<file path="src/rtl/derandomizer.sv">
// Receive-side CCSDS Gold-code derandomizer for QPSK phase indices, with SOF realignment and frame-length check.
// Optional protocol-error counter enabled by defining DERANDOMIZER_ERRCNT_EN.
module derandomizer #(
  parameter int FRAME_LEN = 1024
) (
  input  logic        i_clk,
  input  logic        i_reset,
  input  logic        i_valid,
  output logic        o_ready,
  input  logic        i_sof,
  input  logic [1:0]  i_sym,
  output logic        o_valid,
  input  logic        i_ready,
  output logic [1:0]  o_sym,
  output logic        o_sof,
  output logic        o_eof,
  output logic [15:0] o_err_cnt
);

  typedef enum logic {
    IDLE   = 1'b0,
    ACTIVE = 1'b1
  } state_t;

  localparam logic [17:0] X_INIT   = 18'h00001;
  localparam logic [17:0] Y_INIT   = 18'h3FFFF;
  localparam logic [15:0] LAST_CNT = 16'(FRAME_LEN - 1);

  function automatic logic [17:0] step_x(input logic [17:0] x);
    return {x[7] ^ x[0], x[17:1]};
  endfunction

  function automatic logic [17:0] step_y(input logic [17:0] y);
    return {y[10] ^ y[7] ^ y[5] ^ y[0], y[17:1]};
  endfunction

  state_t      state_q, state_d;
  logic [17:0] x_q, y_q;
  logic [15:0] cnt_q;

  logic        drop;
  logic        accept;
  logic        fwd;
  logic        last;
  logic [17:0] gen_x, gen_y;
  logic        z1, z2;
  logic [1:0]  rot;

  logic        vld_p1;
  logic [1:0]  sym_p1;
  logic        sof_p1;
  logic        eof_p1;

  // State register
  always_ff @(posedge i_clk) begin
    if (i_reset) state_q <= IDLE;
    else         state_q <= state_d;
  end

  // Next-state logic
  always_comb begin
    state_d = state_q;
    if (fwd) begin
      if (i_sof)     state_d = (FRAME_LEN == 1) ? IDLE : ACTIVE;
      else if (last) state_d = IDLE;
    end
  end

  // Handshake decode; drops bypass the output stall so o_ready ignores it then
  always_comb begin
    drop    = (state_q == IDLE) && !i_sof;
    o_ready = drop || !vld_p1 || i_ready;
    accept  = i_valid && o_ready;
    fwd     = accept && !drop;
    last    = (state_q == ACTIVE) && !i_sof && (cnt_q == LAST_CNT);
  end

  // Stage p0: generator realigned to its seed on SOF, so R = 0 for the SOF symbol
  always_comb begin
    gen_x = i_sof ? X_INIT : x_q;
    gen_y = i_sof ? Y_INIT : y_q;
    z1    = gen_x[4] ^ gen_x[6] ^ gen_x[15];
    z2    = gen_y[5] ^ gen_y[6] ^ (^gen_y[15:8]);
    rot   = {z1 ^ z2, gen_x[0] ^ gen_y[0]};
  end

  always_ff @(posedge i_clk) begin
    if (i_reset) begin
      x_q   <= X_INIT;
      y_q   <= Y_INIT;
      cnt_q <= '0;
    end else if (fwd) begin
      x_q   <= step_x(gen_x);
      y_q   <= step_y(gen_y);
      cnt_q <= i_sof ? 16'd1 : cnt_q + 16'd1;
    end
  end

  // Stage p1: registered output, held while downstream stalls
  always_ff @(posedge i_clk) begin
    if (i_reset) begin
      vld_p1 <= 1'b0;
      sym_p1 <= '0;
      sof_p1 <= 1'b0;
      eof_p1 <= 1'b0;
    end else if (fwd) begin
      vld_p1 <= 1'b1;
      sym_p1 <= i_sym - rot;
      sof_p1 <= i_sof;
      eof_p1 <= last;
    end else if (i_ready) begin
      vld_p1 <= 1'b0;
    end
  end

  assign o_valid = vld_p1;
  assign o_sym   = sym_p1;
  assign o_sof   = sof_p1;
  assign o_eof   = eof_p1;

`ifdef DERANDOMIZER_ERRCNT_EN
  function automatic logic [15:0] sat_inc(input logic [15:0] v);
    return (v == 16'hFFFF) ? v : v + 16'd1;
  endfunction

  logic [15:0] err_q;
  logic        err_evt;

  // Short frame (SOF while ACTIVE) or symbol dropped in IDLE
  assign err_evt = accept && (drop || (i_sof && (state_q == ACTIVE)));

  always_ff @(posedge i_clk) begin
    if (i_reset)      err_q <= '0;
    else if (err_evt) err_q <= sat_inc(err_q);
  end

  assign o_err_cnt = err_q;
`else
  assign o_err_cnt = '0;
`endif

endmodule

</file>
<file path="config.mk">
export PLATFORM = sky130hd
export DESIGN_NAME = derandomizer
export DESIGN_NICKNAME = d
export VERILOG_FILES = /design/src/rtl/derandomizer.sv
export SDC_FILE = /design/constraint.sdc
export NUM_CORES = 1
export LEC_CHECK = 0
export CORE_ASPECT_RATIO = 1.1
export CORE_MARGIN = 2
export CORE_UTILIZATION = 50
export CTS_CLUSTER_SIZE = 16
export DETAILED_ROUTE_END_ITERATION = 16
export PLACE_DENSITY = 0.76
export SLEW_MARGIN = 20
export SYNTH_ARGS = -nofsm -noshare
export SYNTH_HDL_FRONTEND = slang
export SYNTH_SLANG_ARGS = --single-unit
</file>
<file path="constraint.sdc">
create_clock -name i_clk -period 2.3 [get_ports i_clk]
set_clock_uncertainty 0.05 [all_clocks]
set_input_delay 0.23 -clock i_clk [delete_from_list [all_inputs] [get_ports i_clk]]
set_output_delay 0.23 -clock i_clk [all_outputs]
set_load 0.005 [all_outputs]
</file>
Word-level counts from Yosys, hierarchy flattened. Cells that the tools add are included.

Register bits: 58. Input bits: 7. Output and inout port bits: 22. Logic and storage cells: 43.

Add/sub/neg operators: 2. Equality and inequality tests: 1. Mux-type cells: 7. Bitwise operators: 11. Reductions and logical operators: 14.

Operator list (number): two-way mux 18 bit (2); adder 16 x 1 -> 16 bit, second input constant (1); == test 16 x 10 -> 1 bit, second input constant (1); two-way mux 16 bit (1); bitwise XOR 1 bit (10); XOR reduction 8 bit (1); logical AND 1 bit (5); two-way mux 1 bit (4); nonzero test 2 bit (2); zero test 1 bit (3); logical OR 1 bit (2); AND reduction 2 bit (1); subtractor 2 bit (1); inverter 1 bit (1).

Depth between registers and ports, before layout.
Depth after elaboration: 7. Mapped depth: 8. Depth with buffers taken out: 7.

Worst setup path before layout. Ideal clock, no wire load.

Path kind: input to register. From: input i_sof. To: register sym_p1[1] (netlist: o_sym[1]). Library setup time: 0.128 ns. Arrival time: 1.551 ns. Data required time: 2.122 ns. Slack: 0.570 ns. Cell stages on the path: 8. Cells stage by stage: clkbuf_1 -> buf_1 -> nor2_1 -> ha_1 -> xnor2_1 -> nor4_1 -> a31oi_1 -> o211ai_1.

Word-level cells in the longest chain between the ends: 6. Elaborated cells between the ends (all ways): 17.

Ends and longest elaborated chain: from (decl) (RTL line 10) `input logic i_sof,`; branches (longest 6 deep; another with subtractor 2 bit); to (signal assigned) (RTL line 108) `sym_p1 <= i_sym - rot;`; to (decl) (RTL line 50) `logic [1:0] sym_p1;`.

Parallel ways; which one is timed is not known. A chain may end at the register's enable or synchronous reset.

Worst setup path in the final report.
From: input i_sof. To: output o_ready.

Word-level cells in the longest chain between the ends: 4.

Ends and longest elaborated chain: zero test 1 bit (RTL line 71) `drop = (state_q == IDLE) && !i_sof;`; logical AND 1 bit (RTL line 71); logical OR 1 bit (2 in series) (RTL line 72) `o_ready = drop || !vld_p1 || i_ready;`; to (decl) (RTL line 9) `output logic o_ready,`.

Every way passes these cells.

==> impl_summary.md <==
Pwr
The peak supply drop is 0.378 mV. The power density of the placed cells is 687 nW/um^2. Summed over all cells, the static leakage comes to 1.06 nW.

Job
The number of maximum-capacitance constraint violations is 0.

Global routing
The via count of the first global-routing pass came to 1,929. Entering global routing, the biggest net connects 44 pins. The first-pass GRT wire length is 8.57 mm. The initial antenna violation count was 0. In the global route stage, overall resource usage came out at 0.191. The total global routing overflow is 0.

Clock network
The clock sink count is 58. For the worst-skew pair, the clock arrives at the later sink with an insertion delay of 0.33 ns. TritonCTS built the clock tree. The cell at the root of the clock tree is sky130_fd_sc_hd__clkbuf_8. Once the clock tree was built, the setup fixing pass inserted 0 buffers.

The TritonCTS buffer count is 9. The clock input transition at the sequential cells of the worst setup and hold paths is 0.06 ns. The buffer levels on the longest clock path is 2. The number of buffers added to fix hold violations after cts is 0. Once the clock tree was built, the resizer swapped 0 gates to a different size. The deepest level of the CTS H-tree is 3.

Layout
The count of filler cells inserted in the layout is 452. The library cell used most frequently in the layout, excluding fill and tap cells, is sky130_fd_sc_hd__dfxtp_1. The library cells used most frequently in the layout, excluding fill and tap cells, are sky130_fd_sc_hd__dfxtp_1 (58), sky130_fd_sc_hd__nor2_1 (32), sky130_fd_sc_hd__nand2_1 (29), sky130_fd_sc_hd__a21oi_1 (27), sky130_fd_sc_hd__o21ai_0 (24).

For this run, the post-layout net count is 331. The final standard cell utilization of the core is 0.581. Of the cells placed in the final design, the portion with a size suffix greater than 1 is 0.0890. The area growth from synthesis to layout is 12.2%.

The number of antenna repair diodes is 0.

STA
The count of pins over their slew limit came to 0. For the final routed database, the setup TNS stands at 0 ns. Setup repair after global routing left no endpoint under its margin. For the finished layout, the period the worst path requires is 1.86 ns.

The final count of negative-setup-slack endpoints is 0. The total count of hold-check failures in the final report came to 0. The timing-limited maximum frequency is 539 MHz. Across all setup checks in the final design, the least slack found is 0.445 ns. The remaining max-slew budget at the tightest pin is 0.666. Of the available clock period, the critical path in the final layout requires 0.807. At the pin with the least slew margin, the transition time is 0.500 ns.

Logic synthesis
The synthesized instance count is 310. In this run the cell area of the synthesized design comes to 2590 sq um. The average instance in the mapped netlist occupies 8.34 sq um.

Of the synthesized area, sequential elements account for 0.449. The count of unique library cells instantiated by Yosys is 35. For this run, the number of Yosys warnings is 0. Counting flops and latches in the post-synthesis netlist gives 58.

Floorplan
The die extent in y is 79.4 um. For this design the top-level I/O count stands at 29. The die span in x is 72.6 um. The floorplan has 27 rows. The core area is 5000 sq um. The total die area is 5760 sq um. For this configuration, the core starts out at a cell density of 0.517.

Worst setup path
The worst setup path is launched from an input pin. STA puts the critical path data arrival time at 1.58 ns. By startpoint and endpoint, the worst setup path is classified as input pin to output pin. In this run the worst path has a maximum fanout of 4. The data required time at the worst endpoint is 2.02 ns. STA classifies the critical path endpoint as an output pin.

Routing
The final routed DRC violation total is 0. Across all layers, the routed design uses 2,095 vias. Wires add up to 5.05 mm. The routed wirelength normalized by instance count is 13.1 um. After detailed routing, the number of vias per cell comes to 5.46. The initial DRC count is 92.

Once detail routing completed, the nets flagged for antenna violations numbered 0. The first detailed-routing pass ran for 5 iterations.

Placed design
OpenSTA, run right after detailed placement, puts the worst setup slack at 0.257 ns. Input and output buffers added on the ports amount to 12. The final HPWL from detailed placement is 3.22 mm. The final weighted congestion of routability-driven global placement is 0.807.

Worst hold path
The classification of the worst-slack hold path is register to register.

Outcome
The flow ran to the end, and the final reports show no timing, DRC or antenna violations.
kinds of logic (layout without fill, tap and decap cells):
group | after synthesis | count (layout) | synth area share
AOI/OAI and AO/OA | 57 | 57 | 0.116
xor gates and xnor gates | 24 | 24 | 0.0972
adders and majority gates | 2 | 2 | 0.00967
buffers and inverters | 40 | 41 | 0.0827
DFF | 58 | 58 | 0.449
other | 1 | 16 | 0.00145
and+or+nand+nor | 128 | 128 | 0.244
Yosys cell counts (all sizes together):
cell type | count | area [sq um]
o211ai | 1 | 7.51
nand3 | 21 | 105
o31ai | 1 | 7.51
nor4 | 4 | 25.0
o21ai | 24 | 120
and2 | 1 | 6.26
xnor3 | 3 | 67.6
and3 | 4 | 26.3
xnor2 | 17 | 149
a21oi | 27 | 135
conb | 1 | 3.75
clkbuf | 12 | 45.0
or2 | 1 | 6.26
ha | 2 | 25.0
nand4 | 7 | 65.1
buf | 23 | 150
nand2 | 29 | 109
inv | 5 | 18.8
a211oi | 1 | 7.51
nor4b | 1 | 8.76
nor2 | 32 | 120
xor2 | 4 | 35.0
or3 | 4 | 26.3
nor3 | 22 | 121
a311oi | 1 | 8.76
nand2b | 2 | 12.5
dfxtp | 58 | 1160
a31oi | 2 | 12.5
report_power, final:
part | switching [W] | internal [W]
Sequential | 0.0000105 | 0.00102
Combinational | 0.0000947 | 0.0000571
Clock | 0.000376 | 0.000438
worst paths after layout:
| path | startpoint | to | slack, ns | depth (start not counted) |
|---|---|---|---|---|
| setup / recovery | i_sof | o_ready | 0.44 | 4 |
| hold / removal | x_q[14]$_SDFFE_PP0P_ | x_q[14]$_SDFFE_PP0P_ | 0.40 | 2 |
| setup reg to reg | cnt_q[3]$_SDFFE_PP0P_ | cnt_q[15]$_SDFFE_PP0P_ | 0.53 | 5 |
| hold reg to reg | x_q[14]$_SDFFE_PP0P_ | x_q[14]$_SDFFE_PP0P_ | 0.40 | 2 |
state kept, by name, summed over array words and instances, names as in the netlist:
signal / flops
state_q: 1
o_sym: 2
cnt_q: 16
o_valid: 1
o_sof: 1
x_q: 18
y_q: 18
o_eof: 1
metrics by stage:
step                      cells  power, W  area, sq um  hold WS [ns]
after CTS                   384   0.00201         2900         0.406
after global routing        384   0.00209         2900         0.418
after floorplan             325   0.00116         2640         0.373
after global placement      369   0.00120         2730         0.390
final                       384   0.00200         2900         0.405
after detailed placement    369   0.00120         2730         0.399
routing by layer:
| layer | track usage | share of wire | vias up |
|---|---|---|---|
| met5 | 0 | 0 | - |
| met4 | 0.0852 | 0.022 | 0 |
| met3 | 0.0707 | 0.037 | 12 |
| met2 | 0.306 | 0.48 | 36 |
| met1 | 0.227 | 0.46 | 991 |
| li1 | - | - | 1056 |
critical path: stages:
cell and delay [ns]:
sky130_fd_sc_hd__clkdlybuf4s50_1 0.42, sky130_fd_sc_hd__or2_2 0.34, sky130_fd_sc_hd__nand2b_1 0.09, sky130_fd_sc_hd__clkdlybuf4s50_1 0.50
cell type report:
cell class              instances  area (sq um)  share of cell area
clock buffers                  12           155              0.0534
clock inverters                 3          15.0             0.00517
inverters                       5          18.8             0.00647
multi-input cells             227          1270               0.437
flip-flops and latches         58          1160               0.400
well taps                      58          72.6              0.0250
repair buffers                 21           213              0.0733
(Power assumes the default switching activity.)
